==> config.mk <==
export PLATFORM = sky130hd
export DESIGN_NAME = stepper_phase_driver
export DESIGN_NICKNAME = d
export VERILOG_FILES = /design/src/rtl/stepper_pkg.sv /design/src/rtl/stepper_phase_driver_debouncer.sv /design/src/rtl/stepper_phase_driver.sv
export SDC_FILE = /design/constraint.sdc
export NUM_CORES = 1
export LEC_CHECK = 0
export CAP_MARGIN = 20
export CELL_PAD_IN_SITES_DETAIL_PLACEMENT = 1
export CELL_PAD_IN_SITES_GLOBAL_PLACEMENT = 2
export CORE_MARGIN = 2
export CORE_UTILIZATION = 34
export DETAILED_ROUTE_END_ITERATION = 10
export GPL_TIMING_DRIVEN = 0
export PLACE_DENSITY_LB_ADDON = 0.1
export SLEW_MARGIN = 10
export SYNTH_ARGS = -nofsm -noshare
export SYNTH_HDL_FRONTEND = slang
export SYNTH_SLANG_ARGS = --single-unit
==> constraint.sdc <==
create_clock -name clock -period 3.3 [get_ports clock]
set_clock_uncertainty 0.1 [all_clocks]
set_input_delay 0.66 -clock clock [delete_from_list [all_inputs] [get_ports clock]]
set_output_delay 0.66 -clock clock [all_outputs]
set_load 0.05 [all_outputs]
==> src/rtl/stepper_pkg.sv <==
// stepper_pkg
//   Shared definitions for the stepper phase driver: FSM state encoding,
//   JA bit positions, and the coil phase table with its length and index width.
//   Build option: define HALF_STEP_EN to select the 8-entry half-step table;
//   when it is left undefined, the 4-entry full-step table is used.
package stepper_pkg;

    typedef enum logic [1:0] {
        ST_IDLE = 2'd0,
        ST_RUN  = 2'd1,
        ST_FIN  = 2'd2
    } state_t;

    localparam int JA_EN  = 4;
    localparam int JA_DIR = 5;

`ifdef HALF_STEP_EN
    localparam int PHASE_LEN = 8;
    localparam int PH_W      = 3;
`else
    localparam int PHASE_LEN = 4;
    localparam int PH_W      = 2;
`endif

    typedef logic [PH_W-1:0] phase_t;

`ifdef HALF_STEP_EN
    function automatic logic [3:0] phase_pattern(input phase_t idx);
        logic [3:0] pat;
        case (idx)
            3'd0:    pat = 4'b0001;
            3'd1:    pat = 4'b0011;
            3'd2:    pat = 4'b0010;
            3'd3:    pat = 4'b0110;
            3'd4:    pat = 4'b0100;
            3'd5:    pat = 4'b1100;
            3'd6:    pat = 4'b1000;
            3'd7:    pat = 4'b1001;
            default: pat = 4'b0000;
        endcase
        return pat;
    endfunction
`else
    function automatic logic [3:0] phase_pattern(input phase_t idx);
        logic [3:0] pat;
        case (idx)
            2'd0:    pat = 4'b0011;
            2'd1:    pat = 4'b0110;
            2'd2:    pat = 4'b1100;
            2'd3:    pat = 4'b1001;
            default: pat = 4'b0000;
        endcase
        return pat;
    endfunction
`endif

    // Energised JA word: direction, driver enable, and the coil pattern.
    function automatic logic [5:0] ja_word(input logic dir, input phase_t idx);
        logic [5:0] w;
        w         = '0;
        w[3:0]    = phase_pattern(idx);
        w[JA_EN]  = 1'b1;
        w[JA_DIR] = dir;
        return w;
    endfunction

endpackage

==> src/rtl/stepper_phase_driver_debouncer.sv <==
// input_debouncer
//   Brings an asynchronous input into the clock domain through a 2-FF
//   synchroniser. The debounced output only follows the synchronised value
//   after that value has differed from the output for DEBOUNCE_CYC
//   consecutive cycles.
// Ports
//   clock  in   system clock
//   reset  in   asynchronous active-low reset
//   din    in   raw asynchronous input
//   dout   out  debounced, synchronous output (0 after reset)
module input_debouncer #(
    parameter int DEBOUNCE_CYC = 16
) (
    input  logic clock,
    input  logic reset,
    input  logic din,
    output logic dout
);

    localparam int CW = (DEBOUNCE_CYC > 1) ? $clog2(DEBOUNCE_CYC) : 1;
    localparam logic [CW-1:0] RELOAD = CW'(DEBOUNCE_CYC - 1);

    logic          sync1_q, sync1_d;
    logic          sync2_q, sync2_d;
    logic          deb_q, deb_d;
    logic [CW-1:0] cnt_q, cnt_d;

    always_comb begin
        sync1_d = din;
        sync2_d = sync1_q;
        deb_d   = deb_q;
        cnt_d   = cnt_q;
        if (sync2_q == deb_q) begin
            cnt_d = RELOAD;
        end else if (cnt_q == '0) begin
            // Terminal count: the input has been stable long enough.
            deb_d = sync2_q;
            cnt_d = RELOAD;
        end else begin
            cnt_d = cnt_q - CW'(1);
        end
    end

    always_ff @(posedge clock or negedge reset) begin
        if (!reset) begin
            sync1_q <= 1'b0;
            sync2_q <= 1'b0;
            deb_q   <= 1'b0;
            cnt_q   <= RELOAD;
        end else begin
            sync1_q <= sync1_d;
            sync2_q <= sync2_d;
            deb_q   <= deb_d;
            cnt_q   <= cnt_d;
        end
    end

    assign dout = deb_q;

endmodule

==> src/rtl/stepper_phase_driver.sv <==
// stepper_phase_driver
//   Peripheral side of the JA stepper port. A command (direction, step count,
//   step period) is taken over a valid/ready handshake. The coil phases are
//   then sequenced on JA at the commanded rate while absolute position is
//   tracked. Moves toward home stop on the debounced limit switch.
//   Build option: HALF_STEP_EN selects the 8-entry half-step phase table.
// Ports
//   clock, reset       system clock, asynchronous active-low reset
//   cmd_valid/ready    command handshake (ready only in IDLE)
//   cmd_dir            1 = forward (+1), 0 = toward home (-1)
//   cmd_steps          steps to take
//   cmd_period         clock cycles per step (< 2 selects DEFAULT_PERIOD)
//   abort              stop the current move
//   limit_switch       raw asynchronous home limit switch
//   JA                 [3:0] coil phases, [4] driver enable, [5] direction
//   busy, done         move in progress / one-cycle end-of-command pulse
//   hit_limit          sticky limit flag, cleared on the next accept
//   steps_done         steps taken in the current or last move
//   position           signed absolute position, 0 = home
//
//   state | meaning
//   IDLE  | waiting for a command, coils off
//   RUN   | stepping at the latched period
//   FIN   | one-cycle done pulse, coils off, then back to IDLE
module stepper_phase_driver
    import stepper_pkg::*;
#(
    parameter int STEP_W         = 16,
    parameter int PER_W          = 20,
    parameter int DEFAULT_PERIOD = 50000,
    parameter int DEBOUNCE_CYC   = 16
) (
    input  logic              clock,
    input  logic              reset,
    input  logic              cmd_valid,
    output logic              cmd_ready,
    input  logic              cmd_dir,
    input  logic [STEP_W-1:0] cmd_steps,
    input  logic [PER_W-1:0]  cmd_period,
    input  logic              abort,
    input  logic              limit_switch,
    output logic [5:0]        JA,
    output logic              busy,
    output logic              done,
    output logic              hit_limit,
    output logic [STEP_W-1:0] steps_done,
    output logic [STEP_W-1:0] position
);

    localparam logic [PER_W-1:0] DEF_P = PER_W'(DEFAULT_PERIOD);

    state_t            state_q, state_d;
    logic              dir_q, dir_d;
    logic [STEP_W-1:0] steps_q, steps_d;
    logic [PER_W-1:0]  period_q, period_d;
    logic [PER_W-1:0]  cnt_q, cnt_d;
    phase_t            phase_q, phase_d;
    logic [5:0]        ja_q, ja_d;
    logic              busy_q, busy_d;
    logic              done_q, done_d;
    logic              hit_q, hit_d;
    logic              ready_q, ready_d;
    logic [STEP_W-1:0] sd_q, sd_d;
    logic [STEP_W-1:0] pos_q, pos_d;
    logic              lim_deb;

    input_debouncer #(
        .DEBOUNCE_CYC(DEBOUNCE_CYC)
    ) u_limit_deb (
        .clock(clock),
        .reset(reset),
        .din  (limit_switch),
        .dout (lim_deb)
    );

    always_comb begin
        state_d  = state_q;
        dir_d    = dir_q;
        steps_d  = steps_q;
        period_d = period_q;
        cnt_d    = cnt_q;
        phase_d  = phase_q;
        ja_d     = ja_q;
        busy_d   = busy_q;
        done_d   = 1'b0;
        hit_d    = hit_q;
        sd_d     = sd_q;
        pos_d    = pos_q;

        case (state_q)
            ST_IDLE: begin
                if (cmd_valid && ready_q) begin
                    dir_d    = cmd_dir;
                    steps_d  = cmd_steps;
                    period_d = (cmd_period < PER_W'(2)) ? DEF_P : cmd_period;
                    cnt_d    = period_d - PER_W'(1);
                    sd_d     = '0;
                    hit_d    = 1'b0;
                    if (!cmd_dir && lim_deb) begin
                        // Already at home: no motion, report the limit.
                        hit_d   = 1'b1;
                        pos_d   = '0;
                        state_d = ST_FIN;
                    end else if (cmd_steps == '0) begin
                        state_d = ST_FIN;
                    end else begin
                        busy_d  = 1'b1;
                        ja_d    = ja_word(cmd_dir, phase_q);
                        state_d = ST_RUN;
                    end
                end
            end

            ST_RUN: begin
                // Limit beats abort beats the step tick.
                if (lim_deb && !dir_q) begin
                    pos_d   = '0;
                    hit_d   = 1'b1;
                    state_d = ST_FIN;
                end else if (abort) begin
                    state_d = ST_FIN;
                end else if (cnt_q == '0) begin
                    cnt_d   = period_q - PER_W'(1);
                    phase_d = dir_q ? phase_q + phase_t'(1) : phase_q - phase_t'(1);
                    sd_d    = sd_q + STEP_W'(1);
                    pos_d   = dir_q ? pos_q + STEP_W'(1) : pos_q - STEP_W'(1);
                    ja_d    = ja_word(dir_q, phase_d);
                    if (sd_d == steps_q) begin
                        state_d = ST_FIN;
                    end
                end else begin
                    cnt_d = cnt_q - PER_W'(1);
                end
            end

            ST_FIN: begin
                // The last step pattern stays visible for one cycle and drops here.
                done_d  = 1'b1;
                busy_d  = 1'b0;
                ja_d    = '0;
                state_d = ST_IDLE;
            end

            default: begin
                busy_d  = 1'b0;
                ja_d    = '0;
                state_d = ST_IDLE;
            end
        endcase

        ready_d = (state_d == ST_IDLE);
    end

    always_ff @(posedge clock or negedge reset) begin
        if (!reset) begin
            state_q  <= ST_IDLE;
            dir_q    <= 1'b0;
            steps_q  <= '0;
            period_q <= '0;
            cnt_q    <= '0;
            phase_q  <= '0;
            ja_q     <= '0;
            busy_q   <= 1'b0;
            done_q   <= 1'b0;
            hit_q    <= 1'b0;
            ready_q  <= 1'b1;
            sd_q     <= '0;
            pos_q    <= '0;
        end else begin
            state_q  <= state_d;
            dir_q    <= dir_d;
            steps_q  <= steps_d;
            period_q <= period_d;
            cnt_q    <= cnt_d;
            phase_q  <= phase_d;
            ja_q     <= ja_d;
            busy_q   <= busy_d;
            done_q   <= done_d;
            hit_q    <= hit_d;
            ready_q  <= ready_d;
            sd_q     <= sd_d;
            pos_q    <= pos_d;
        end
    end

    assign cmd_ready  = ready_q;
    assign JA         = ja_q;
    assign busy       = busy_q;
    assign done       = done_q;
    assign hit_limit  = hit_q;
    assign steps_done = sd_q;
    assign position   = pos_q;

endmodule

==> metrics, run 1 <==
status finished clean; first-pass GRT wire length 33000 um; Non-Filler Instances between 1000 and 1500; sequential area share after synthesis 0.422; clk_lat worst skew between 300 and 400 ps; critical path arrival between 3000 and 4000 ps; Worst Hold Class input port to asynchronous set/reset pin; Primary FF master, synth dfrtp_1; final hold slack between 100 and 150 ps; Reg power frac 0.311; max_slew headroom 0.353; initial antenna violation count 0; Via Count 5792; vias in the first global route slightly above 6000; DR DRC count 0; clk slew on worst S/H paths roughly 80 ps; top cells by count, synth nand2_1, dfrtp_1, o21ai_0, nor2_1, xnor2_1; GRT overflow 0; # diodes 0; FF-to-FF End cnt_q[16]$_DFFE_PN0P_; layout cells sized above 1 0.121; CTS H-tree depth 3; maximum vdd ir drop between 0.3 and 0.4 mV; fillers 2167; CTS buffer count 9; Final Hold Viols 0; most frequent cell after synthesis nand2_1; largest net degree at the start of global routing slightly above 70; Slew Viols, Final 0; Int Pwr 0.00401 W; Sw Ratio 0.451; Reg-to-Reg Start cnt_q[6]$_DFFE_PN0P_; fmax roughly 310 MHz; WL/cell 19.1 um; syn_nets just over 800; Compound-Gate Fraction of Synth Area 0.167; reported net switching power ~0.0033 W; crit path to cnt_q[16]$_DFFE_PN0P_; R2R Setup Slk between 80 and 90 ps; PwrDens just under 900 nW/um^2; Synth Area in XOR/XNOR 0.0802; die height approximately 140 um; Post-Place Cells around 1100; Synth Area in Adders 0.0509; Seq cells post-synth 110; final setup violating endpoints 0; Syn Area/Cell approximately 8.9 um^2; Via density 5.32; Iteration-0 DRC Markers roughly 300; mux cell area share after synthesis 0.00785; Area Overhead vs Synth 26.7%; Design Area, Final 8280 um^2; Nets between 900 and 1000; Port Buffers between 80 and 90; CP Capture Type flip-flop; final setup TNS 0 ps; Synth area leader dfrtp_1; Yosys top cell area share 0.402; DR pass1 iterations 4; clk sinks 110; core box area between 15000 and 20000 um^2; Max clock buf depth 2; top post-synthesis cells by area dfrtp_1, nand2_1, o21ai_0; critical path launch point cnt_q[6]$_DFFE_PN0P_; die area between 20000 and 25000 um^2; Worst Tran Pin Value 963 ps; CP Class flip-flop to flip-flop; Post-Syn Area between 6000 and 7000 um^2; Total Routing Usage GR 0.210; worst r2r path cells 15; crit path launch type flip-flop; largest family of logic cells by synthesized area simple AND/OR/NAND/NOR gates; # IOs 84; clock group share of total power 0.171; Multi-input gate area 3620 um^2; Post-synth EDFFs 0; combinational power share 0.518; Distinct cells, synth 75; hpwl dp approximately 15000 um; period utilization 0.973; Post-Syn Instances around 740; Total Routed Length 20700 um; Initial Util 0.348; fraction of registers with async set/reset 1.00; final antenna-violating net count 0; Storage cell area approximately 2800 um^2; routability cong. 0.828; FP Rows 50; Post-CTS Hold Buffers 0; crit path time final 3210 ps; CTS Root Cell clkbuf_16; critical path fanouts, max 10; Synth warnings 0; post-synthesis simple-gate area fraction 0.230; placement-stage cell area 7690 um^2; maxcap violations 0; Die X around 140 um; Worst Path Required about 3400 ps; CTS tree done; leakage 3.70 nW
[per-layer routing]
layer | vias to the layer above | share of wire | GRT usage
li1 | 2794 | - | -
met1 | 2889 | 0.46 | 0.268
met2 | 80 | 0.50 | 0.369
met3 | 29 | 0.020 | 0.0238
met4 | 0 | 0.022 | 0.0714
met5 | - | 0 | 0
[state kept, by name, summed over array words and instances (netlist names)]
signal / cells
u_limit_deb.cnt_q: 4
steps_done: 16
busy: 1
cmd_ready: 1
u_limit_deb.sync1_q: 1
u_limit_deb.dout: 1
cnt_q: 20
state_q: 2
position: 16
hit_limit: 1
done: 1
steps_q: 16
u_limit_deb.sync2_q: 1
period_q: 20
JA: 6
phase_q: 2
dir_q: 1
[logic make-up (layout without fill, tap and decap cells)]
group,count (synthesis),in the layout
xor gates and xnor gates,58,58
DFF,110,110
AOI/OAI and AO/OA,167,167
buffers and inverters,56,172
muxes,5,5
and+or+nand+nor,316,316
adders and majority gates,26,26
[layout by cell type (no fill, tap or decap), types with 5 or more instances in the layout]
cell type / n
o21ai_1: 6
a21o_1: 9
nand4_1: 7
xnor2_1: 31
ha_1: 24
inv_1: 13
dfrtp_1: 103
o41ai_1: 5
clkdlybuf4s50_1: 68
buf_4: 19
clkbuf_1: 21
clkbuf_16: 9
o31ai_1: 12
nor2_1: 44
and3_1: 6
nor4_1: 5
nand2_1: 180
a311oi_1: 5
nor3_1: 7
nor2b_1: 6
a21oi_1: 14
dlygate4sd2_1: 8
dfstp_2: 5
nor4_2: 6
a311o_2: 6
dlymetal6s2s_1: 6
buf_2: 5
xor2_1: 26
or2_2: 6
nand3_1: 14
o21ai_0: 66
a31oi_1: 9
[what timing repair did]
action | CTS | global route
setup endpoints to repair | 47 | 35
gates cloned | 0 | 0
hold endpoints to repair | 0 | 0
buffers inserted | 12 | 5
gates resized for setup | 28 | 23
pin swaps | 9 | 10
[power groups by stage]
stage	clock network, W	registers (W)	logic, W
global route	0.00133	0.00234	0.00423
detailed placement	0	0.00227	0.00364
floorplan	0	0.00252	0.00226
CTS	0.00128	0.00225	0.00377
global placement	0	0.00225	0.00352
finish	0.00125	0.00227	0.00379
[final cells by class]
class,count,area share
Clock buffer,10,0.0288
Inverter,16,0.00770
Multi-Input combinational cell,572,0.436
Buffer,39,0.0272
Tap cell,234,0.0353
Timing Repair Buffer,101,0.120
Sequential cell,110,0.333
Clock inverter,6,0.0113
[worst min-delay path by stage]
stage / from / end
floorplan: u_limit_deb.sync1_q$_DFF_PN0_ / u_limit_deb.sync2_q$_DFF_PN0_
global placement: u_limit_deb.sync1_q$_DFF_PN0_ / u_limit_deb.sync2_q$_DFF_PN0_
detailed placement: u_limit_deb.sync1_q$_DFF_PN0_ / u_limit_deb.sync2_q$_DFF_PN0_
CTS: reset / position[9]$_DFFE_PN0P_
global route: reset / position[9]$_DFFE_PN0P_
finish: reset / position[9]$_DFFE_PN0P_
[critical path: stages, from the launching register on]
cell	delay [ps]
dfrtp_2	460
nor4_4	330
and3_4	260
buf_6	160
buf_6	180
nand3_1	110
a22oi_2	310
inv_2	90
ha_2	200
inv_2	100
a2111oi_4	50
and4_1	250
buf_6	140
nand4b_1	100
xor2_1	160
o21ai_0	80
[stage by stage]
stage	utilization	setup slack [ps]	total power, W
after detailed placement	0.410	-1320	0.00590
after floorplan	-	246	0.00478
final	0.441	89.4	0.00730
after global placement	0.408	-3100	0.00577
after CTS	0.436	12.8	0.00730
after global routing	0.441	-15.2	0.00790
(Power assumes the default switching activity.)
==> inputs of run 2 (changes only) <==
--- a/config.mk
+++ b/config.mk
@@ -8,7 +8,6 @@
 export CAP_MARGIN = 20
 export CELL_PAD_IN_SITES_DETAIL_PLACEMENT = 1
 export CELL_PAD_IN_SITES_GLOBAL_PLACEMENT = 2
-export CORE_MARGIN = 2
 export CORE_UTILIZATION = 34
 export DETAILED_ROUTE_END_ITERATION = 10
 export GPL_TIMING_DRIVEN = 0
==> metrics, run 2 (synthesis gave the netlist of run 1 again) <==
status finished clean; Buf+Inv Stages, Crit Path 2 (-3); FF-to-FF End state_q[0]$_DFF_PN0_; vias in the first global route 6142 (+0.033%); die height 141 um (-1.4%); final setup TNS 0 ps (unchanged); worst r2r path cells 10 (-5); fillers 2185 (+0.83%); reported net switching power 0.00331 W (+0.49%); RSZ-0062 raised after global routing no; Max clock buf depth 2 (unchanged); Int Pwr 0.00396 W (-1.3%); # IOs 84 (unchanged); Reg power frac 0.311 (about the same); crit-path max cell delay 460 ps (about the same); Total Routing Usage GR 0.218 (+0.00797); clk sinks 110 (unchanged); Nets 923 (+0.65%); first-pass GRT wire length 33100 um (+0.27%); Via Count 5903 (+1.9%); Die X 141 um (-1.4%); DR DRC count 0 (unchanged); clock group share of total power 0.161 (-0.010); max_slew headroom 0.347 (-0.00603); maxcap violations 0 (unchanged); largest net degree at the start of global routing 63 (-13%); # diodes 0 (unchanged); Port Buffers 83 (unchanged); Initial Util 0.348 (unchanged); WL/cell 18.9 um (-1.0%); final setup violating endpoints 0 (unchanged); Worst Path Required 3410 ps (about the same); Sw Ratio 0.455 (+0.00452); CTS buffer count 9 (unchanged); Largest regs cnt_q x20, period_q x20; CTS Root Cell clkbuf_16; Worst Tran Pin Value 972 ps (+8.97 ps); Via density 5.40 (+1.4%); FP Rows 50 (unchanged); R2R Setup Slk 120 ps (+30 ps); clk_lat worst skew 360 ps (about the same); GRT overflow 0 (unchanged); core box area 18800 um^2 (unchanged); Worst path slowest cell dfrtp_2; crit path time final 3180 ps (-28.8 ps); initial antenna violation count 0 (unchanged); Total Routed Length 20600 um (-0.49%); Post-CTS Hold Buffers 0 (unchanged); critical path fanouts, max 10 (unchanged); routability cong. 0.824 (-0.46%); CP Class flip-flop to flip-flop; Area Overhead vs Synth 26.8% (about the same); layout cells sized above 1 0.126 (+0.00497); PwrDens 876 nW/um^2 (-0.57%); maximum vdd ir drop 0.314 mV (-7.3%); DR pass1 iterations 4 (unchanged); clk slew on worst S/H paths 80 ps (about the same); fmax 314 MHz (+0.91%); CP delay by family, top simple AND/OR/NAND/NOR gates; most frequent cells in the layout nand2_1, dfrtp_1, clkdlybuf4s50_1; hpwl dp 15200 um (+1.8%); Post-Place Cells 1056 (unchanged); CTS tree done; leading cell type in the layout, fill and taps excluded nand2_1; Non-Filler Instances 1094 (+0.55%); crit path launch type flip-flop; CP Cell Sequence nor4_4, and3_4, buf_6, buf_6, nand2_4, nor4_2, nand3_1, or4_1, nor4_2, o32ai_1; combinational power share 0.528 (+0.010); period utilization 0.964 (-0.00873); Iteration-0 DRC Markers 182 (-39%); critical path arrival 3290 ps (-40 ps); leakage 3.67 nW (-0.71%); Final Hold Viols 0 (unchanged); Reg-to-Reg Start cnt_q[6]$_DFFE_PN0P_; CTS H-tree depth 3 (unchanged); die area 19800 um^2 (-2.8%); Worst Hold Class input port to asynchronous set/reset pin; Slew Viols, Final 0 (unchanged); CP Capture Type flip-flop; final antenna-violating net count 0 (unchanged)
## run 2: changes by cell type in the layout (fill, tap and decap cells not counted), moves of 2 or more
cell	delta
o21ai_0	-2
o21ai_1	+2
buf_4	+6
clkdlybuf4s50_1	+3
dlygate4sd2_1	+2
dlymetal6s2s_1	-5
clkinv_4	+2
## run 2: area by class of cell
type,count,area (um^2),area share
Clock inverter,7,83.8,0.0101
Clock buffer,9,225,0.0272
Sequential cell,110,2760,0.333
Buffer,39,224,0.0270
Inverter,16,63.8,0.00770
Tap cell,234,293,0.0353
Timing Repair Buffer,107,1020,0.123
Multi-Input combinational cell,572,3620,0.436
## run 2: per-layer routing
metal	up-vias	routed length [um]	track usage
met3	28	518	0.0234
li1	2810	-	-
met4	0	433	0.0795
met5	-	0	0
met2	95	10700	0.393
met1	2970	8980	0.267
## run 2: worst max-delay path by stage
stage / startpoint / to / slack [ps] / cells after the start
detailed placement: cmd_period[18] / cnt_q[14]$_DFFE_PN0P_ / -1290 / 14
finish: cnt_q[6]$_DFFE_PN0P_ / state_q[0]$_DFF_PN0_ / 120 / 10
global placement: reset / u_limit_deb.sync1_q$_DFF_PN0_ / -3120 / 1
global route: cmd_valid / steps_done[5]$_DFFE_PN0P_ / 6 / 10
CTS: dir_q$_DFFE_PN0P_ / steps_done[9]$_DFFE_PN0P_ / 3 / 11
floorplan: cmd_period[16] / cnt_q[16]$_DFFE_PN0P_ / 250 / 13
## run 2: power groups by stage
stage	registers (W)	clock network [W]	logic, W
after floorplan	0.00252	0	0.00226
after global placement	0.00225	0	0.00352
after detailed placement	0.00228	0	0.00364
after CTS	0.00227	0.00120	0.00376
after global routing	0.00233	0.00125	0.00427
final	0.00226	0.00117	0.00384
## run 2: what timing repair did
action,in CTS,in global routing
pin swaps,9,11
gates resized for setup,31,16
setup buffers,10,13
endpoints found under the setup margin,47,37
endpoints found under the hold margin,0,0
## run 2: per-stage QoR
step / hold WS [ps] / util / instance area (um^2) / total power (W) / worst slack, ps
floorplan: 231 / - / 6540 / 0.00478 / 246
global placement: 233 / 0.408 / 7660 / 0.00577 / -3120
detailed placement: 242 / 0.410 / 7690 / 0.00591 / -1290
CTS: 214 / 0.434 / 8150 / 0.00723 / 3.49
global route: 243 / 0.442 / 8290 / 0.00785 / 6.24
finish: 197 / 0.442 / 8290 / 0.00726 / 118
## run 2: worst reg2reg max path, delay by kind of cell, from the launching register on
kind            cells  cell delay, ps
compound gates      1             130
buf+inv             2             350
flops               1             460
simple gates        7            2010
==> inputs of run 3 (changes only) <==
--- a/config.mk
+++ b/config.mk
@@ -9,6 +9,7 @@
 export CELL_PAD_IN_SITES_DETAIL_PLACEMENT = 1
 export CELL_PAD_IN_SITES_GLOBAL_PLACEMENT = 2
 export CORE_UTILIZATION = 34
+export CTS_CLUSTER_DIAMETER = 120
 export DETAILED_ROUTE_END_ITERATION = 10
 export GPL_TIMING_DRIVEN = 0
 export PLACE_DENSITY_LB_ADDON = 0.1
==> results of run 3 <==
The final DEF is identical to that of run 2; final timing and power are the same.
